**src/rtl/bcd_stopwatch.sv**
```systemverilog
// bcd_stopwatch: four-digit BCD stopwatch (SS.hh, 00.00 .. 59.99).
//   clk          system clock
//   rst_n        asynchronous active-low reset
//   btn_start_n  raw start/stop push button (active-low, async to clk)
//   btn_clear_n  raw clear push button (active-low, async to clk)
//   digits       [15:12] sec tens, [11:8] sec units, [7:4] tenths, [3:0] hundredths
//   running      high while counting
//   ovf          sticky, set on the 59.99 -> 00.00 wrap, cleared by a clear press

// Per-button conditioning: 2-flop synchroniser, debounce, falling-edge press pulse.
//   i_btn_n  raw active-low button
//   o_press  one-cycle pulse on a debounced press (release gives nothing)
module bcd_stopwatch_btn #(
  parameter int DEB_CYC = 500000
) (
  input  logic clk,
  input  logic rst_n,
  input  logic i_btn_n,
  output logic o_press
);
  localparam int CW = $clog2(DEB_CYC + 1);

  logic          r_sync1, r_sync2, r_deb, r_deb_d;
  logic [CW-1:0] r_cnt;

  always_ff @(posedge clk or negedge rst_n) begin
    if (!rst_n) begin
      r_sync1 <= 1'b1;
      r_sync2 <= 1'b1;
      r_deb   <= 1'b1;
      r_deb_d <= 1'b1;
      r_cnt   <= '0;
    end else begin
      r_sync1 <= i_btn_n;
      r_sync2 <= r_sync1;
      r_deb_d <= r_deb;
      // Any return to the debounced level restarts the qualification window.
      if (r_sync2 == r_deb) begin
        r_cnt <= '0;
      end else if (r_cnt == CW'(DEB_CYC - 1)) begin
        r_deb <= r_sync2;
        r_cnt <= '0;
      end else begin
        r_cnt <= r_cnt + 1'b1;
      end
    end
  end

  assign o_press = r_deb_d & ~r_deb;
endmodule

module bcd_stopwatch #(
  parameter int DIV     = 500000,
  parameter int DEB_CYC = 500000
) (
  input  logic        clk,
  input  logic        rst_n,
  input  logic        btn_start_n,
  input  logic        btn_clear_n,
  output logic [15:0] digits,
  output logic        running,
  output logic        ovf
);
  localparam int PW = $clog2(DIV);

  typedef enum logic [1:0] {S_IDLE = 2'd0, S_RUN = 2'd1, S_PAUSE = 2'd2} state_t;

  state_t        r_state, w_next;
  logic          r_running, r_ovf;
  logic [PW-1:0] r_presc;
  logic [15:0]   r_digits, w_inc;
  logic [1:0]    w_btn_n, w_press;
  logic          w_start, w_clear, w_clr, w_tick;

  assign w_btn_n = {btn_clear_n, btn_start_n};

  for (genvar g = 0; g < 2; g++) begin : g_btn
    bcd_stopwatch_btn #(.DEB_CYC(DEB_CYC)) u_btn (
      .clk     (clk),
      .rst_n   (rst_n),
      .i_btn_n (w_btn_n[g]),
      .o_press (w_press[g])
    );
  end

  assign w_start = w_press[0];
  assign w_clear = w_press[1];

  // Clear only acts outside RUN; when both press together, that rule alone
  // gives start priority in RUN and clear priority elsewhere.
  always_comb begin
    w_next = r_state;
    w_clr  = 1'b0;
    case (r_state)
      S_IDLE: begin
        if (w_clear)      w_clr  = 1'b1;
        else if (w_start) w_next = S_RUN;
      end
      S_RUN: begin
        if (w_start) w_next = S_PAUSE;
      end
      S_PAUSE: begin
        if (w_clear) begin
          w_clr  = 1'b1;
          w_next = S_IDLE;
        end else if (w_start) begin
          w_next = S_RUN;
        end
      end
      default: w_next = S_IDLE;
    endcase
  end

  assign w_tick = (r_state == S_RUN) && (r_presc == PW'(DIV - 1));

  // BCD ripple increment; >= keeps any nibble from ever leaving 0..9.
  always_comb begin
    w_inc = r_digits;
    if (r_digits[3:0] >= 4'd9) begin
      w_inc[3:0] = 4'd0;
      if (r_digits[7:4] >= 4'd9) begin
        w_inc[7:4] = 4'd0;
        if (r_digits[11:8] >= 4'd9) begin
          w_inc[11:8] = 4'd0;
          if (r_digits[15:12] >= 4'd5) w_inc[15:12] = 4'd0;
          else                         w_inc[15:12] = r_digits[15:12] + 4'd1;
        end else begin
          w_inc[11:8] = r_digits[11:8] + 4'd1;
        end
      end else begin
        w_inc[7:4] = r_digits[7:4] + 4'd1;
      end
    end else begin
      w_inc[3:0] = r_digits[3:0] + 4'd1;
    end
  end

  always_ff @(posedge clk or negedge rst_n) begin
    if (!rst_n) begin
      r_state   <= S_IDLE;
      r_running <= 1'b0;
      r_presc   <= '0;
      r_digits  <= '0;
      r_ovf     <= 1'b0;
    end else begin
      r_state   <= w_next;
      r_running <= (w_next == S_RUN);
      if (w_clr) begin
        r_presc  <= '0;
        r_digits <= '0;
        r_ovf    <= 1'b0;
      end else if (r_state == S_RUN) begin
        // Prescaler is untouched outside RUN so a pause keeps the partial tick.
        if (w_tick) begin
          r_presc  <= '0;
          r_digits <= w_inc;
          if (r_digits == 16'h5999) r_ovf <= 1'b1;
        end else begin
          r_presc <= r_presc + 1'b1;
        end
      end
    end
  end

  assign digits  = r_digits;
  assign running = r_running;
  assign ovf     = r_ovf;
endmodule

```
**config.mk**
```make
export PLATFORM = sky130hd
export DESIGN_NAME = bcd_stopwatch
export DESIGN_NICKNAME = d
export VERILOG_FILES = /design/src/rtl/bcd_stopwatch.sv
export SDC_FILE = /design/constraint.sdc
export NUM_CORES = 1
export LEC_CHECK = 0
export CELL_PAD_IN_SITES_DETAIL_PLACEMENT = 1
export CELL_PAD_IN_SITES_GLOBAL_PLACEMENT = 1
export CORE_ASPECT_RATIO = 0.5
export CORE_MARGIN = 5
export CORE_UTILIZATION = 47
export DETAILED_ROUTE_END_ITERATION = 10
export PLACE_DENSITY = 0.84
export SYNTH_ARGS = -nofsm -noshare
export SYNTH_HDL_FRONTEND = slang
export SYNTH_SLANG_ARGS = --single-unit
```
**constraint.sdc**
```tcl
create_clock -name clk -period 2.47 [get_ports clk]
set_input_delay 0.3705 -clock clk [delete_from_list [all_inputs] [get_ports clk]]
set_output_delay 0.3705 -clock clk [all_outputs]
set_load 0.1 [all_outputs]
```
== Word level (Yosys, flattened, before mapping) ==
Index checks and enable logic that the tools add are counted.

* Register bits after elaboration: 85
* Latch bits: 0
* Memory bits (writable): 0
* Bits in read-only memories: 0
* Bits of input ports: 4
* Output and inout port bits: 18
* Word-level logic and storage cells: 88
* Memories: 0

* $add $sub $neg: 7
* $mul: 0
* Divide/modulo/power cells: 0
* $lt $le $gt $ge: 4
* Eq/ne operators: 9
* Shifts and indexed selects: 0
* Mux-type cells: 28
* Bitwise logic cells: 6
* Reductions and logical operators: 16

{| class="wikitable"
|+ Operators by type and width
! cell !! count
|-
| $mux 19 || 7
|-
| $add 19x1->19 const B || 3
|-
| $eq 19x19->1 const B || 3
|-
| $mux 16 || 3
|-
| $mux 4 || 5
|-
| $add 4x1->4 const B || 4
|-
| $eq 16x15->1 const B || 1
|-
| $ge 4x4->1 const B || 3
|-
| $mux 12 || 1
|-
| $reduce_bool 2->1 || 6
|-
| $mux 2 || 4
|-
| $mux 8 || 1
|-
| $mux 1 || 6
|-
| $pmux 2 s3 || 1
|-
| $reduce_and 2->1 || 3
|-
| $reduce_and 3->1 || 2
|-
| $reduce_and 5->1 || 1
|-
| $eq 2x1->1 const B || 2
|-
| $ge 4x3->1 const B || 1
|-
| $not 1->1 || 4
|-
| $reduce_and 4->1 || 1
|-
| $and 1x1->1 || 2
|-
| $eq 1x1->1 || 2
|-
| $eq 2x2->1 const B || 1
|-
| 3 further kinds || 3
|}

== Logic depth before layout (Yosys ltp) ==
* Depth after elaboration: 8
* Mapped depth: 8
* Mapped depth without buffers: 7

== By module ==
Synthesis repeated with hierarchy kept, for this count alone.

* Cells, all modules: 453
* Area total of the unflattened synthesis: 4,499.3 um^2

{| class="wikitable"
|+ Modules (own cells, without submodules)
! module !! instances !! cells each !! area an instance (um^2) !! seq. area each (um^2)
|-
| bcd_stopwatch || 1 || 239 || 2,267.2 || 975.9
|-
| bcd_stopwatch_btn || 2 || 107 || 1,116.1 || 580.6
|}

== Worst setup path before layout ==
No wires, ideal clock.

* Path kind: reg2reg
* Start: reg r_digits[1], in the netlist digits[1]
* End: reg r_digits[14], in the netlist digits[14]
* Setup time: 0.082 ns
* Arrival: 2.667 ns
* Required time: 2.388 ns
* Path slack: -0.279 ns
* Cell stages (with the launch flop): 8
* Path buffers: 1
* Clock period less this slack: 2.749 ns
* Cells stage by stage: dfrtp_1 -> inv_1 -> ha_1 -> o31ai_1 -> or4_1 -> buf_2 -> o21ai_0 -> a31oi_1

* Word-level cells in the longest chain between the ends: 3

{| class="wikitable"
|+ RTL lines
! what !! RTL line !! RTL
|-
| start, declared || 71 || <nowiki>logic [15:0] r_digits, w_inc;</nowiki>
|-
| start signal, assigned || 156 || <nowiki>r_digits <= w_inc;</nowiki>
|-
| $ge 4x4->1 || 119 || <nowiki>if (r_digits[3:0] >= 4'd9) begin</nowiki>
|-
| $reduce_bool 2->1 (no source line) || -- ||
|-
| $reduce_and 5->1 (no source line) || -- ||
|}

No other way between the ends.
A chain may end at the register's enable or synchronous reset.

== Worst setup path after layout ==
* Start: reg r_presc[0]
* End: reg r_digits[12], in the netlist digits[12]

* Word-level cells in the longest chain between the ends: 4

{| class="wikitable"
|+ RTL lines
! what !! RTL line !! RTL
|-
| start, declared || 70 || <nowiki>logic [PW-1:0] r_presc;</nowiki>
|-
| start signal, assigned || 159 || <nowiki>r_presc <= r_presc + 1'b1;</nowiki>
|-
| $eq 19x19->1 || 114 || <nowiki>assign w_tick = (r_state == S_RUN) && (r_presc == PW'(DIV - 1));</nowiki>
|-
| $logic_and 1x1->1 || 114 ||
|-
| $reduce_bool 2->1 (no source line) || -- ||
|-
| $reduce_and 5->1 (no source line) || -- ||
|}

No other way between the ends.

==> results.json <==
{
  "outcome": "finished clean",
  "grt_pass1_vias": 3565,
  "maxCapViolCount": 0,
  "grt_max_degree": 48,
  "path_delay_family": "simple AND/OR/NAND/NOR gates",
  "drt-total-wl_um": 10400,
  "r2r_start": "r_presc[0]$_DFFE_PN0N_",
  "setup_ws_ps": 196,
  "rows": 24,
  "critPathLaunchType": "flip-flop",
  "fin_crit_sh_pct": 92.1,
  "worstSkewPairLatency_ps": 340,
  "cts_setup_buffers": 0,
  "core_area_um2": 8860,
  "yosysWarnings": 0,
  "synth.area.top_cells": "dfrtp_1 (44%), xor2_1 (6.3%), nor2_1 (6.1%)",
  "slew_viol_final": 0,
  "start_util_pct": 49.0,
  "nets": 480,
  "synth_top_area_cell": "dfrtp_1",
  "critPathCaptureType": "flip-flop",
  "worst_ir_drop_vdd_uv": 273,
  "path_clk_slew_ps": 60,
  "avgViaCountPerCell": 5.61,
  "synth_edf_count": 0,
  "fillers": 971,
  "die-height_um": 77.9,
  "slew_headroom_pct": 52.1,
  "total_power_mw": 2.80,
  "critPathKind": "reg2reg",
  "gr-total-overflow": 0,
  "fin_hold_ws_ps": 356,
  "final_cells": 583,
  "worstHoldPathCells": 0,
  "ys.flop_type": "dfrtp_1",
  "clock_sinks": 85,
  "syn_to_final_growth_pct": 14.5,
  "yosys.area.top_type_share_pct": 44.4,
  "clockBufferDepth": 2,
  "setup_viol": 0,
  "antennaDiodeCount": 0,
  "mappedNetlistNets": 451,
  "dpl_cell_area_um2": 4670,
  "pre_cts_ws_ps": 262,
  "numCtsBuffers": 9,
  "finalClockSkew_ps": 7.50,
  "post-route-util_pct": 56.1,
  "remaining_drc_errors": 0,
  "cp.arrival_ps": 2530,
  "synth-seq-cells": 85,
  "worst-slew-pin-transition_ps": 713,
  "grt_pass1_wl_um": 17900,
  "fin_crit_ps": 2270,
  "async_flop_share_pct": 100,
  "worstHoldStart": "g_btn[0].u_btn.r_sync1$_DFF_PN1_",
  "place_congestion": 0.753,
  "cts_tree": "done",
  "path_max_fanout": 6,
  "cts_resized": 0,
  "post-dp-hpwl_um": 6970,
  "drt_iter0_markers": 162,
  "drive_above_1_share_pct": 15.7,
  "die_w_um": 146,
  "avgRoutedWirePerCell_um": 17.8,
  "synth_most_common_cell": "dfrtp_1",
  "tns_ps": 0,
  "netlist_instances": 432,
  "firstDrtPassIters": 4,
  "power_density_nw_per_um2": 563,
  "dp.cells": 566,
  "critPathBufInv": 0,
  "hold_end": "g_btn[0].u_btn.r_sync2$_DFF_PN1_",
  "critical-path-slowest-cell": "or4_1",
  "worst_path_largest_cell_delay_ps": 680,
  "ff2ff_setup_slack_ps": 200,
  "synthesis.area_um2": 4340,
  "htree_levels": 3,
  "clock-root-buffer": "clkbuf_16",
  "crit_chain": "ha_1, and4_2, nand4_2, or4_1, nor2_4, mux2i_1",
  "ioPinCount": 22,
  "design_area_um2": 4970,
  "rsz0062_at_grt": "false",
  "syn_avg_cell_area_um2": 10.0,
  "ctsHoldBuffers": 1,
  "port_buffers": 21,
  "seq_area_frac_synth_pct": 49.3,
  "synth_cell_types": 50,
  "hold_path_class": "reg2reg",
  "finalHoldViolations": 0,
  "ant_nets": 0,
  "grt.total_usage_pct": 19.5,
  "power.leakage_nw": 2.22,
  "rr_worst_depth": 6,
  "vias": 3272,
  "max_clock_freq_mhz": 440,
  "antenna_found_initial": 0,
  "rr_endpoint": "digits[12]$_DFFE_PN0P_",
  "dieArea_um2": 11400,
  "synth_common_cells": "dfrtp_1 (77), nor2_1 (71), nand3_1 (32)",
  "critPathRequiredTime_ps": 2720
}
layer usage:
layer	wire length (µm)	track usage, %	part of all wire (%)	vias to the layer above
met3	365	6.17	3.5	10
li1	-	-	-	1537
met5	0	0	0	-
met4	134	5.21	1.3	0
met1	4710	23.6	45	1673
met2	5180	34.1	50	52
state kept, by name, indices dropped and copies added (netlist names):
name                 cells
g_btn.u_btn.r_deb_d      2
ovf                      1
g_btn.u_btn.r_deb        2
digits                  16
r_state                  2
g_btn.u_btn.r_cnt       38
running                  1
g_btn.u_btn.r_sync1      2
r_presc                 19
g_btn.u_btn.r_sync2      2
where the power goes:
part / leakage [nW] / switching (mW) / internal [mW]
sequential: 1.15 / 0.00908 / 1.41
clock: 0.139 / 0.537 / 0.778
combinational: 0.930 / 0.0476 / 0.0196
area by class of cell:
cell class	instances	area, µm²	share of cell area (%)
Tap cell	117	146	2.95
Sequential cell	85	2140	43.1
Clock buffer	11	233	4.68
Timing Repair Buffer	31	253	5.09
Clock inverter	5	52.6	1.06
Multi-Input combinational cell	317	2080	41.8
Inverter	17	63.8	1.28
cells by family after synthesis:
logic type	Yosys count	share of synthesized area, %
flip-flops	85	49.3
AND/OR/NAND/NOR	208	25.7
multiplexers	5	1.21
AO/OA/AOI/OAI	36	5.91
XOR/XNOR	53	10.7
buffers and inverters	30	2.85
adder cells (fa/ha/maj)	15	4.33
layout by cell type (no fill, tap or decap), types with 4 or more instances in the layout:
master / n
o21ai_0: 9
dfrtp_1: 73
nand2_1: 31
buf_4: 27
nor4_1: 4
nor3_1: 8
nand4b_1: 4
a21oi_1: 9
nor2_1: 71
and3_1: 10
dfstp_2: 8
o31ai_1: 6
dfrtp_2: 4
ha_1: 15
xor2_1: 31
xnor2_1: 22
nand3_1: 32
inv_1: 17
nand4_1: 16
clkbuf_16: 9
worst max-delay path by stage:
stage	from	end	cells past startpoint
floorplan	digits[1]$_DFFE_PN0P_	digits[14]$_DFFE_PN0P_	7
global placement	r_presc[0]$_DFFE_PN0N_	digits[13]$_DFFE_PN0P_	6
detailed placement	r_presc[0]$_DFFE_PN0N_	digits[12]$_DFFE_PN0P_	6
CTS	r_presc[0]$_DFFE_PN0N_	digits[12]$_DFFE_PN0P_	6
global route	r_presc[0]$_DFFE_PN0N_	digits[12]$_DFFE_PN0P_	6
finish	r_presc[0]$_DFFE_PN0N_	digits[12]$_DFFE_PN0P_	6
No activity file was read; power rests on OpenSTA's default activity.
